## src/rtl/cache_refill_unit.sv

```systemverilog
// cache_refill_unit: memory-side refill engine. It takes one miss from the MSHR and
// reads the block as a beat burst. On a store miss it merges the store word into the
// block. It then writes the block into the L1 data cache as a one-cycle repair.
// It also holds one dirty evicted block and writes it back before the next refill starts.
module cache_refill_unit #(
  parameter int BLOCK_SIZE = 128,
  parameter int BEAT_W     = 32,
  parameter int ADDR_W     = 32,
  parameter int ROB_IDX_W  = 6
) (
  input  logic                  clk_i,
  input  logic                  rst_i,
  input  logic                  req_valid_i,
  input  logic [ADDR_W-1:0]     req_addr_i,
  input  logic [31:0]           req_data_i,
  input  logic [ROB_IDX_W-1:0]  req_rob_idx_i,
  input  logic                  req_is_store_i,
  output logic                  req_ready_o,
  input  logic                  wb_en_i,
  input  logic [ADDR_W-1:0]     wb_addr_i,
  input  logic [BLOCK_SIZE-1:0] wb_block_i,
  output logic                  wb_full_o,
  output logic                  mem_rd_req_o,
  output logic [ADDR_W-1:0]     mem_rd_addr_o,
  input  logic                  mem_rd_gnt_i,
  input  logic                  mem_rd_valid_i,
  input  logic [BEAT_W-1:0]     mem_rd_data_i,
  output logic                  mem_wr_valid_o,
  output logic [ADDR_W-1:0]     mem_wr_addr_o,
  output logic [BEAT_W-1:0]     mem_wr_data_o,
  input  logic                  mem_wr_ack_i,
  output logic                  repair_en_o,
  output logic [ADDR_W-1:0]     repair_addr_o,
  output logic [BLOCK_SIZE-1:0] repair_data_o,
  output logic                  repair_dirty_o,
  output logic                  repair_done_o,
  output logic [ROB_IDX_W-1:0]  repair_rob_idx_o
);

  localparam int BEATS  = BLOCK_SIZE / BEAT_W;
  localparam int CNT_W  = $clog2(BEATS);
  localparam int OFF_W  = $clog2(BLOCK_SIZE / 8);
  localparam int WORDS  = BLOCK_SIZE / 32;
  localparam int WSEL_W = OFF_W - 2;
  localparam logic [CNT_W-1:0] LAST_BEAT = CNT_W'(BEATS - 1);

  typedef enum logic [2:0] {IDLE, WB_BEATS, RD_REQ, RD_BEATS, REPAIR} state_t;

  state_t                 state_reg, state_next;
  logic [CNT_W-1:0]       beat_cnt_reg, beat_cnt_next;
  logic                   wb_full_reg;
  logic [ADDR_W-1:0]      wb_addr_reg;
  logic [BLOCK_SIZE-1:0]  wb_block_reg;
  logic [ADDR_W-1:0]      req_addr_reg;
  logic [WSEL_W-1:0]      req_wsel_reg;
  logic [31:0]            req_data_reg;
  logic [ROB_IDX_W-1:0]   req_rob_reg;
  logic                   req_store_reg;
  logic [BEAT_W-1:0]      fill_reg [BEATS];

  logic [BLOCK_SIZE-1:0]  fill_block;
  logic [BLOCK_SIZE-1:0]  merged_block;
  logic [BEAT_W-1:0]      wb_beat [BEATS];
  logic                   req_accept;
  logic                   wb_capture;
  logic                   wr_last;
  logic                   rd_beat;
  logic                   unused_addr_bits;

  // The byte offset inside the store word does not matter; only the word select does.
  assign unused_addr_bits = ^req_addr_i[1:0];

  assign req_accept = req_valid_i && req_ready_o;
  assign wb_capture = wb_en_i && !wb_full_reg;
  assign wr_last    = (state_reg == WB_BEATS) && mem_wr_ack_i && (beat_cnt_reg == LAST_BEAT);
  assign rd_beat    = (state_reg == RD_BEATS) && mem_rd_valid_i;
  assign wb_full_o  = wb_full_reg;

  genvar gi;
  generate
    for (gi = 0; gi < BEATS; gi++) begin : g_beat
      assign fill_block[gi*BEAT_W +: BEAT_W] = fill_reg[gi];
      assign wb_beat[gi] = wb_block_reg[gi*BEAT_W +: BEAT_W];
    end
    for (gi = 0; gi < WORDS; gi++) begin : g_word
      assign merged_block[gi*32 +: 32] =
        (req_store_reg && (req_wsel_reg == WSEL_W'(gi))) ? req_data_reg : fill_block[gi*32 +: 32];
    end
  endgenerate

  // State and shared beat counter registers.
  always_ff @(posedge clk_i) begin
    if (!rst_i) begin
      state_reg    <= IDLE;
      beat_cnt_reg <= '0;
    end else begin
      state_reg    <= state_next;
      beat_cnt_reg <= beat_cnt_next;
    end
  end

  // Next-state and outputs. Outputs stay zero outside their own state.
  always_comb begin
    state_next       = state_reg;
    beat_cnt_next    = beat_cnt_reg;
    req_ready_o      = 1'b0;
    mem_rd_req_o     = 1'b0;
    mem_rd_addr_o    = '0;
    mem_wr_valid_o   = 1'b0;
    mem_wr_addr_o    = '0;
    mem_wr_data_o    = '0;
    repair_en_o      = 1'b0;
    repair_done_o    = 1'b0;
    repair_addr_o    = '0;
    repair_data_o    = '0;
    repair_dirty_o   = 1'b0;
    repair_rob_idx_o = '0;
    case (state_reg)
      IDLE: begin
        req_ready_o = !wb_full_reg && !wb_en_i;
        // A pending writeback always drains before a new refill reads memory.
        if (wb_full_reg) begin
          state_next = WB_BEATS;
        end else if (req_valid_i && !wb_en_i) begin
          state_next = RD_REQ;
        end
      end
      WB_BEATS: begin
        mem_wr_valid_o = 1'b1;
        mem_wr_addr_o  = wb_addr_reg;
        mem_wr_data_o  = wb_beat[beat_cnt_reg];
        if (mem_wr_ack_i) begin
          beat_cnt_next = beat_cnt_reg + 1'b1;
          if (beat_cnt_reg == LAST_BEAT) begin
            state_next = IDLE;
          end
        end
      end
      RD_REQ: begin
        mem_rd_req_o  = 1'b1;
        mem_rd_addr_o = req_addr_reg;
        if (mem_rd_gnt_i) begin
          state_next = RD_BEATS;
        end
      end
      RD_BEATS: begin
        if (mem_rd_valid_i) begin
          beat_cnt_next = beat_cnt_reg + 1'b1;
          if (beat_cnt_reg == LAST_BEAT) begin
            state_next = REPAIR;
          end
        end
      end
      REPAIR: begin
        repair_en_o      = 1'b1;
        repair_done_o    = 1'b1;
        repair_addr_o    = req_addr_reg;
        repair_data_o    = merged_block;
        repair_dirty_o   = req_store_reg;
        repair_rob_idx_o = req_rob_reg;
        state_next       = IDLE;
      end
      default: state_next = IDLE;
    endcase
  end

  // Writeback buffer: filled whenever free, freed by the ack of the final write beat.
  always_ff @(posedge clk_i) begin
    if (!rst_i) begin
      wb_full_reg  <= 1'b0;
      wb_addr_reg  <= '0;
      wb_block_reg <= '0;
    end else if (wb_capture) begin
      wb_full_reg  <= 1'b1;
      wb_addr_reg  <= wb_addr_i;
      wb_block_reg <= wb_block_i;
    end else if (wr_last) begin
      wb_full_reg  <= 1'b0;
    end
  end

  // Request latch. The address is stored block-aligned, and the store word select is kept separately.
  always_ff @(posedge clk_i) begin
    if (!rst_i) begin
      req_addr_reg  <= '0;
      req_wsel_reg  <= '0;
      req_data_reg  <= '0;
      req_rob_reg   <= '0;
      req_store_reg <= 1'b0;
    end else if (req_accept) begin
      req_addr_reg  <= {req_addr_i[ADDR_W-1:OFF_W], {OFF_W{1'b0}}};
      req_wsel_reg  <= req_addr_i[OFF_W-1:2];
      req_data_reg  <= req_data_i;
      req_rob_reg   <= req_rob_idx_i;
      req_store_reg <= req_is_store_i;
    end
  end

  // Fill buffer: each read beat lands in its slot. Beats outside RD_BEATS are ignored.
  always_ff @(posedge clk_i) begin
    if (!rst_i) begin
      for (int i = 0; i < BEATS; i++) begin
        fill_reg[i] <= '0;
      end
    end else if (rd_beat) begin
      fill_reg[beat_cnt_reg] <= mem_rd_data_i;
    end
  end

endmodule
```

## config.mk

```make
export PLATFORM = sky130hd
export DESIGN_NAME = cache_refill_unit
export DESIGN_NICKNAME = d
export VERILOG_FILES = /design/src/rtl/cache_refill_unit.sv
export SDC_FILE = /design/constraint.sdc
export NUM_CORES = 1
export LEC_CHECK = 0
export CORE_AREA = 3 3 210 212
export DETAILED_ROUTE_END_ITERATION = 6
export DIE_AREA = 0 0 213 215
export HOLD_SLACK_MARGIN = 0.15
export PLACE_DENSITY = 0.73
export RECOVER_POWER = 25
export REMOVE_ABC_BUFFERS = 1
export SETUP_SLACK_MARGIN = 0.2
export SYNTH_ARGS = -nofsm -noshare
export SYNTH_HDL_FRONTEND = slang
export SYNTH_SLANG_ARGS = --single-unit
```

## constraint.sdc

```tcl
create_clock -name clk_i -period 4.05 [get_ports clk_i]
set_input_delay 0.81 -clock clk_i [delete_from_list [all_inputs] [get_ports clk_i]]
set_output_delay 0.81 -clock clk_i [all_outputs]
set_load 0.01 [all_outputs]
```

==> results of run 1 <==
-- final timing paths --
check | startpoint | endpoint | slack [ns] | cells after the start
max | state_reg[2] | repair_data_o[2] | 0.42 | 5
min | wb_addr_reg[6] | wb_addr_reg[6] | 0.46 | 2
max reg2reg | beat_cnt_reg[1] | fill_reg[2][30] | 0.97 | 4
min reg2reg | wb_addr_reg[6] | wb_addr_reg[6] | 0.46 | 2
-- logic make-up (layout without fill, tap and decap cells) --
kind of cell               Yosys count  in the layout  share of synthesized area, %
and+or+nand+nor                   1009           1009                          26.5
AOI/OAI and AO/OA                  366            366                          14.3
DFF                                363            363                          49.9
buffers and inverters              176            646                          4.73
muxes                               35             35                          4.39
adders and majority gates            1              1                        0.0730
other                                1             15                        0.0219
xor gates and xnor gates             1              1                        0.0511
-- worst max-delay path, cell delays in order (launching register included) --
cell and delay, ns:
dfxtp_1 0.32, buf_4 0.36, nand2_8 0.29, buf_4 0.35, a21oi_1 0.33, clkdlybuf4s50_1 0.61
-- synthesized netlist by cell type, types with 2 or more instances --
cell,number
and3_1,64
mux2i_1,2
a21oi_1,130
a21boi_2,10
buf_6,8
nor2_1,7
edfxtp_1,128
and2_1,194
nor3b_1,2
o22ai_1,2
dfxtp_1,235
mux4_2,32
inv_1,3
buf_2,16
and3b_1,2
nand2_1,719
buf_4,11
buf_1,5
nand3_1,2
a21boi_0,219
nand2b_1,4
clkbuf_1,130
nor2b_1,3
-- cell type report --
cell class              count  area (µm²)  share of cell area (%)
clock buffers              66        1260                    5.25
clock inverters             9        52.6                   0.219
well taps                 539         674                    2.81
repair buffers            568        5630                    23.4
flip-flops and latches    363        8550                    35.6
multi-input cells        1420        7850                    32.6
diodes                      7        17.5                  0.0729
inverters                   3        11.3                  0.0468
-- metal layers --
metal	up-vias	global-route usage, %	share of wire, %
met5	-	0	0.021
met4	2	9.43	3.4
met3	110	7.92	11
met2	698	40.4	48
met1	7220	29.3	38
li1	7328	-	-
-- through the flow --
step                      power, mW  hold slack (ns)  setup TNS, ns
after floorplan                5.00            0.439         -97.61
after detailed placement       5.95            0.453              0
final                          9.45            0.459              0
after CTS                      9.55            0.461              0
after global routing           9.88            0.480              0
after global placement         5.90            0.447              0
-- where the power goes --
part / internal [mW] / leakage (nW) / total [mW] / switching [mW]
sequential: 4.01 / 3.25 / 4.19 / 0.178
combinational: 0.751 / 4.90 / 1.67 / 0.923
clock: 2.13 / 0.648 / 3.59 / 1.45
total: 6.90 / 8.80 / 9.45 / 2.56
==> flow_summary.yaml, run 1 <==
outcome:
  result_of_the_run: "finished with violations"
  violations: "capacitance limit, slew limit"
detailed_routing:
  vias: 15400
  avgRoutedWirePerCell_um: 19.2
  drt-total-wl_um: 57200
  detail-route-antenna-nets: 0
  drt_drc_violations_left: 0
  vias_per_cell: 5.16
  drt_first_iter_violations: 1175
  dr.pass1.iters: 5
logic_synthesis:
  edff_count_synth: 128
  synth-async-reset-ratio_pct: 0
  netlist.area_leader.share_pct: 27.5
  synth_top_cells_by_area: "dfxtp_1 27%, edfxtp_1 22%, nand2_1 16%"
  synth_sequential_area_ratio_pct: 49.9
  synth_warnings: 0
  ys_seq_elements: 363
  synthesis.instances: 1952
  synth_top_cell_by_area: "dfxtp_1"
  synthFlopType: "dfxtp_1"
  synth.cell_area_um2: 17100
  syn_avg_cell_area_um2: 8.77
  number_of_distinct_library_cells_after_synthesis: 47
timing:
  tightestPinTransition_ns: 2.16
  layout_min_cycle_time_ns: 3.63
  rsz_0062_raised_after_global_routing: "yes"
  share_of_the_cycle_needed_by_the_critical_path_after_routing_pct: 89.7
  report.final.setup_viol: 0
  maxClockFrequency_ghz: 0.275
  slew_headroom_pct: -43.9
  hold_viol_final: 0
  finalClockSkew_ns: 0.0226
  timing.final.ws_setup_ns: 0.416
  slew_violations: 241
layout:
  post_route_cells_drive_above_1_share_pct: 6.30
  final_cells: 2975
  commonest_non_fill_non_tap_cell_in_the_layout: "nand2_1"
  syn_to_final_growth_pct: 40.4
  layout.cells.most_common_list: "717 x nand2_1, 526 x clkdlybuf4s50_1, 233 x dfxtp_1"
  final_net_count: 2668
  design_area_um2: 24000
  filler_cells_inserted: 3658
  finalCoreUtilization_pct: 57.1
clock_network:
  clkLatencyLatePin_ns: 0.55
  cts_tree: "built"
  hold_buffers: 0
  cts-buffers-inserted: 41
  htreeDepth: 2
  post_cts_buffers: 0
  clock-sinks: 363
  clk_path_buf_depth: 3
  clock-root-buffer: "clkbuf_16"
  post_cts_sizing_count: 0
  worst_setup_hold_path_clk_slew_ns: 0.06
setup_path:
  worst-endpoint-required_ns: 3.24
  critical_path_class: "flop to primary output"
  path_max_fanout: 51
  critPathLaunchType: "flop"
  worst-endpoint-arrival_ns: 2.82
  crit_path_end_kind: "primary output"
global_routing:
  grt_start_max_net_pins: 85
  grt_pass1_wl_um: 88200
  grt_pass1_vias: 15300
  global_route.overflow_total: 0
  track_usage_pct: 24.4
  antenna_violations_before_repair: 6
die:
  boundaryPins: 539
  die_w_um: 213
  num_rows: 75
  start_util_pct: 40.7
  core-area_um2: 42100
  die-area_um2: 45800
  die-height_um: 215
run:
  drv_cap: 6
pwr:
  vdd_ir_drop_max_mv: 0.301
  static_power_due_to_leakage_nw: 8.80
  power-per-cell-area_nw_per_um2: 393
placed_design:
  numPortBuffers: 528
  dp.final_hpwl_um: 39400
  dp_worst_setup_slack_ns: 0.841
  placed_cells: 2893
  placed_area_um2: 22800
  finalWeightedCongestion: 0.851
worst_hold_path:
  hp-class: "flop to flop"
Note: power is estimated with default switching activity, not from simulation.
==> run 2, diff against run 1 <==
--- a/config.mk
+++ b/config.mk
@@ -11,7 +11,6 @@
 export HOLD_SLACK_MARGIN = 0.15
 export PLACE_DENSITY = 0.73
 export RECOVER_POWER = 25
-export REMOVE_ABC_BUFFERS = 1
 export SETUP_SLACK_MARGIN = 0.2
 export SYNTH_ARGS = -nofsm -noshare
 export SYNTH_HDL_FRONTEND = slang
==> flow_summary.yaml, run 2 (synthesis gave the netlist of run 1 again) <==
timing:
  slew_headroom_pct: -37.6
  slew_violations: 188
  report.final.setup_viol: 0
  layout_min_cycle_time_ns: 3.75
  tightestPinTransition_ns: 2.06
  final.setup.tns_ns: 0
  finalClockSkew_ns: 0.0165
  maxClockFrequency_ghz: 0.267
  rsz_0062_raised_after_global_routing: "yes"
  hold_viol_final: 0
  share_of_the_cycle_needed_by_the_critical_path_after_routing_pct: 92.6
  hold_ws_ns: 0.462
  timing.final.ws_setup_ns: 0.300
clock_network:
  clkLatencyLatePin_ns: 0.55
  cts-buffers-inserted: 41
  clk_path_buf_depth: 3
  worst_setup_hold_path_clk_slew_ns: 0.06
  hold_buffers: 0
  clock-sinks: 363
  post_cts_sizing_count: 0
  cts_tree: "built"
  htreeDepth: 2
  clock-root-buffer: "clkbuf_16"
  post_cts_buffers: 0
pwr:
  static_power_due_to_leakage_nw: 8.83
  vdd_ir_drop_max_mv: 0.271
  power-per-cell-area_nw_per_um2: 400
detailed_routing:
  detail-route-antenna-nets: 0
  drt_first_iter_violations: 1371
  vias_per_cell: 5.22
  dr.pass1.iters: 6
  drt-total-wl_um: 59600
  vias: 15600
  avgRoutedWirePerCell_um: 20.0
  drt_drc_violations_left: 0
setup_path:
  crit_path_cell_trace: "nand2_1, nor2_4, buf_4, nand2_1, a21oi_1, clkdlybuf4s50_1"
  critPathLaunchType: "flop"
  path_max_fanout: 12
  slowest_delay_ns: 0.59
  crit_path_end_kind: "primary output"
  critical_path_class: "flop to primary output"
  critical_path.slowest_cell: "clkdlybuf4s50_1"
  crit_path_top_cell_by_count: "nand2_1"
  worst-endpoint-arrival_ns: 2.94
  worst-endpoint-required_ns: 3.24
placed_design:
  placed_area_um2: 22800
  dp.final_hpwl_um: 41000
  numPortBuffers: 528
  dp_worst_setup_slack_ns: 0.825
  finalWeightedCongestion: 0.901
worst_hold_path:
  hp-class: "flop to flop"
die:
  core-area_um2: 42100
  start_util_pct: 40.7
  die_w_um: 213
  boundaryPins: 539
  num_rows: 75
  die-height_um: 215
  die-area_um2: 45800
global_routing:
  antenna_violations_before_repair: 20
  global_route.overflow_total: 0
  grt_pass1_wl_um: 89000
  track_usage_pct: 24.9
  grt_start_max_net_pins: 162
  grt_pass1_vias: 15400
layout:
  post_route_cells_drive_above_1_share_pct: 6.75
  filler_cells_inserted: 3722
  final_net_count: 2671
  commonest_non_fill_non_tap_cell_in_the_layout: "nand2_1"
  design_area_um2: 24100
  layout.cells.most_common_list: "717 x nand2_1, 527 x clkdlybuf4s50_1, 233 x dfxtp_1"
  syn_to_final_growth_pct: 40.8
outcome:
  violations: "capacitance limit, slew limit"
  result_of_the_run: "finished with violations"
run:
  drv_cap: 3
==> run 2: cell count changes in the layout (fill, tap and decap cells not counted), sizes merged, moves of 2 or more <==
cell | previous run | this run
buf | 30 | 37
bufinv | 0 | 4
clkbuf | 77 | 63
clkinv | 5 | 10
diode | 7 | 12
inv | 6 | 4
==> run 2: cell type report <==
| class | count | area, µm² | share of cell area, % |
|---|---|---|---|
| flip-flops and latches | 363 | 8550 | 35.5 |
| multi-input cells | 1421 | 7880 | 32.7 |
| repair buffers | 570 | 5640 | 23.4 |
| clock buffers | 57 | 1160 | 4.80 |
| well taps | 539 | 674 | 2.80 |
| clock inverters | 15 | 175 | 0.726 |
| diodes | 12 | 30.0 | 0.124 |
| inverters | 3 | 11.3 | 0.0467 |
==> run 2: routing by layer <==
metal / GRT usage (%) / up-vias / wire (µm)
met5: 0 / - / 97
met4: 10.6 / 14 / 2150
met3: 6.83 / 136 / 5500
met2: 42.6 / 706 / 29100
met1: 29.4 / 7368 / 22800
li1: - / 7330 / -
==> run 2: worst paths after layout <==
| path | start | end | slack [ns] | depth (start not counted) |
|---|---|---|---|---|
| hold reg to reg | wb_addr_reg[5] | wb_addr_reg[5] | 0.46 | 2 |
| setup reg to reg | state_reg[1] | fill_reg[0][21] | 1.02 | 5 |
| hold / removal | wb_addr_reg[5] | wb_addr_reg[5] | 0.46 | 2 |
| setup / recovery | req_store_reg | repair_data_o[45] | 0.30 | 6 |
==> run 2: per-stage QoR <==
stage	util, %	instances	power (mW)
CTS	57.2	2967	9.73
global route	57.2	2978	10.0
detailed placement	54.1	2895	5.98
floorplan	-	1959	5.15
finish	57.2	2980	9.64
global placement	54.1	2895	5.94
==> run 2: power by group <==
part	switching [mW]	internal, mW
Sequential	0.208	4.01
Combinational	0.920	0.769
Clock	1.49	2.25
==> run 2: critical path, delay by kind of cell, from the launching register on <==
family	cells	cell delay [ns]
simple gates	3	0.82
flops	1	0.49
buf+inv	2	0.87
compound gates	1	0.22
==> run 3, diff against run 2 <==
--- a/config.mk
+++ b/config.mk
@@ -5,11 +5,12 @@
 export SDC_FILE = /design/constraint.sdc
 export NUM_CORES = 1
 export LEC_CHECK = 0
-export CORE_AREA = 3 3 210 212
+export ABC_AREA = 0
+export CORE_AREA = 3 3 211 213
 export DETAILED_ROUTE_END_ITERATION = 6
-export DIE_AREA = 0 0 213 215
+export DIE_AREA = 0 0 214 216
+export DONT_BUFFER_PORTS = 1
 export HOLD_SLACK_MARGIN = 0.15
-export PLACE_DENSITY = 0.73
 export RECOVER_POWER = 25
 export SETUP_SLACK_MARGIN = 0.2
 export SYNTH_ARGS = -nofsm -noshare
==> flow_summary.yaml, run 3 (synthesis gave the netlist of run 1 again) <==
outcome:
  result_of_the_run: "finished with violations"
  violations: "capacitance limit, slew limit"
placed_design:
  dp_worst_setup_slack_ns: 1.09
  dp.final_hpwl_um: 35000
  numPortBuffers: 0
  finalWeightedCongestion: 0.909
timing:
  slew_headroom_pct: -38.6
  report.final.setup_viol: 0
  hold_viol_final: 0
  slew_violations: 194
  finalClockSkew_ns: 0.0106
  layout_min_cycle_time_ns: 3.52
  tightestPinTransition_ns: 2.07
  timing.final.ws_setup_ns: 0.532
  final.setup.tns_ns: 0
  rsz_0062_raised_after_global_routing: "no"
  hold_ws_ns: 0.390
  share_of_the_cycle_needed_by_the_critical_path_after_routing_pct: 86.9
  maxClockFrequency_ghz: 0.284
setup_path:
  slowest_delay_ns: 0.68
  path_max_fanout: 32
  ff2ff_setup_slack_ns: 0.56
  crit_path_end_kind: "primary output"
  critical-path-top-delay-family: "simple AND/OR/NAND/NOR gates"
  critPathLaunchType: "flop"
  crit_path_cell_trace: "nand2b_1, nor2_4, buf_4, and2_1"
  timing.reg2reg.worst_path_depth: 5
  critical_path.reg2reg.startpoint: "state_reg[0]"
  critical_path.slowest_cell: "nor2_4"
  critical_path_class: "flop to primary output"
  critical_path.reg2reg.endpoint: "fill_reg[0][27]"
  worst-endpoint-required_ns: 3.24
  worst-endpoint-arrival_ns: 2.71
  worstPathBufferInverterCount: 1
global_routing:
  grt_pass1_wl_um: 79800
  track_usage_pct: 22.3
  grt_start_max_net_pins: 242
  grt_pass1_vias: 13000
  antenna_violations_before_repair: 5
  global_route.overflow_total: 0
layout:
  multiInputGateArea_um2: 7860
  layout.cells.most_common_list: "718 x nand2_1, 233 x dfxtp_1, 219 x a21boi_0"
  post_route_cells_drive_above_1_share_pct: 7.79
  finalCoreUtilization_pct: 43.5
  commonest_non_fill_non_tap_cell_in_the_layout: "nand2_1"
  filler_cells_inserted: 4201
  sequential_cell_area_um2: 8550
  final_net_count: 2129
  syn_to_final_growth_pct: 8.88
die:
  die-area_um2: 46200
  boundaryPins: 539
  start_util_pct: 39.9
  num_rows: 76
  die-height_um: 216
  die_w_um: 214
  core-area_um2: 42900
clock_network:
  cts_tree: "built"
  worst_setup_hold_path_clk_slew_ns: 0.06
  clkLatencyLatePin_ns: 0.55
  htreeDepth: 2
  post_cts_buffers: 0
  post_cts_sizing_count: 0
  hold_buffers: 0
  cts-buffers-inserted: 40
  clock-root-buffer: "clkbuf_16"
  clk_path_buf_depth: 3
  clock-sinks: 363
detailed_routing:
  vias_per_cell: 5.32
  drt_first_iter_violations: 836
  drt_drc_violations_left: 0
  dr.pass1.iters: 5
  vias: 13200
  avgRoutedWirePerCell_um: 21.6
  drt-total-wl_um: 53400
  detail-route-antenna-nets: 0
run:
  drv_cap: 3
pwr:
  static_power_due_to_leakage_nw: 6.82
  power-per-cell-area_nw_per_um2: 477
  vdd_ir_drop_max_mv: 0.298
worst_hold_path:
  worstHoldPathCells: 2
  min_from: "wb_addr_i[0]"
  worst_hold_path.endpoint: "wb_addr_reg[0]"
  hp-class: "input pin to flop"
run 3: cell types whose count changed in the layout (fill, tap and decap cells not counted), sizes merged:
cell / delta
clkbuf: -4
clkinvlp: +1
inv: +1
buf: -9
clkinv: +1
bufinv: -3
nor2: -1
clkdlybuf4s50: -527
diode: -11
run 3: power breakdown:
part | switching, mW | leakage, nW | internal [mW]
combinational | 0.783 | 2.95 | 0.377
clock | 1.49 | 0.621 | 2.03
sequential | 0.204 | 3.25 | 4.01
run 3: layout make-up:
cell class	instances	area share [%]
Multi-Input combinational cell	1420	42.1
Inverter	3	0.0604
Clock inverter	15	0.678
Sequential cell	363	45.9
Timing Repair Buffer	30	1.24
Clock buffer	57	6.11
Tap cell	585	3.92
Antenna cell	1	0.0134
run 3: worst register-to-register path, cell delays in order, from the launching register on:
cell and delay (ns):
dfxtp_1 0.49, nand2b_1 0.38, nor4_4 0.31, clkbuf_1 1.22
nand2b_1 0.23, buf_4 0.47
run 3: through the flow:
step	area, µm²	std cells	power [mW]
finish	18600	2474	8.90
global route	18600	2474	9.30
CTS	18700	2473	9.01
detailed placement	17400	2401	5.46
global placement	17400	2401	5.42
floorplan	17200	1959	5.15
run 3: worst max path at each step:
stage	start	endpoint	slack [ns]	depth (start not counted)
2_1_floorplan	beat_cnt_reg[0]	fill_reg[3][0]	1.01	5
3_3_place_gp	beat_cnt_reg[0]	mem_wr_data_o[15]	1.10	3
3_5_place_dp	beat_cnt_reg[0]	mem_wr_data_o[15]	1.09	3
4_1_cts	beat_cnt_reg[0]	mem_wr_data_o[15]	0.47	3
5_1_grt	wb_full_o	wb_block_reg[28]	0.16	4
6_report	state_reg[0]	mem_wr_addr_o[21]	0.53	4
run 3: per-layer routing:
layer	GRT usage, %	routed length [µm]	vias to the layer above
met1	26.5	21000	6266
met2	37.4	25700	573
met5	0	52	-
met4	8.64	1650	8
met3	7.39	5050	94
li1	-	-	6229
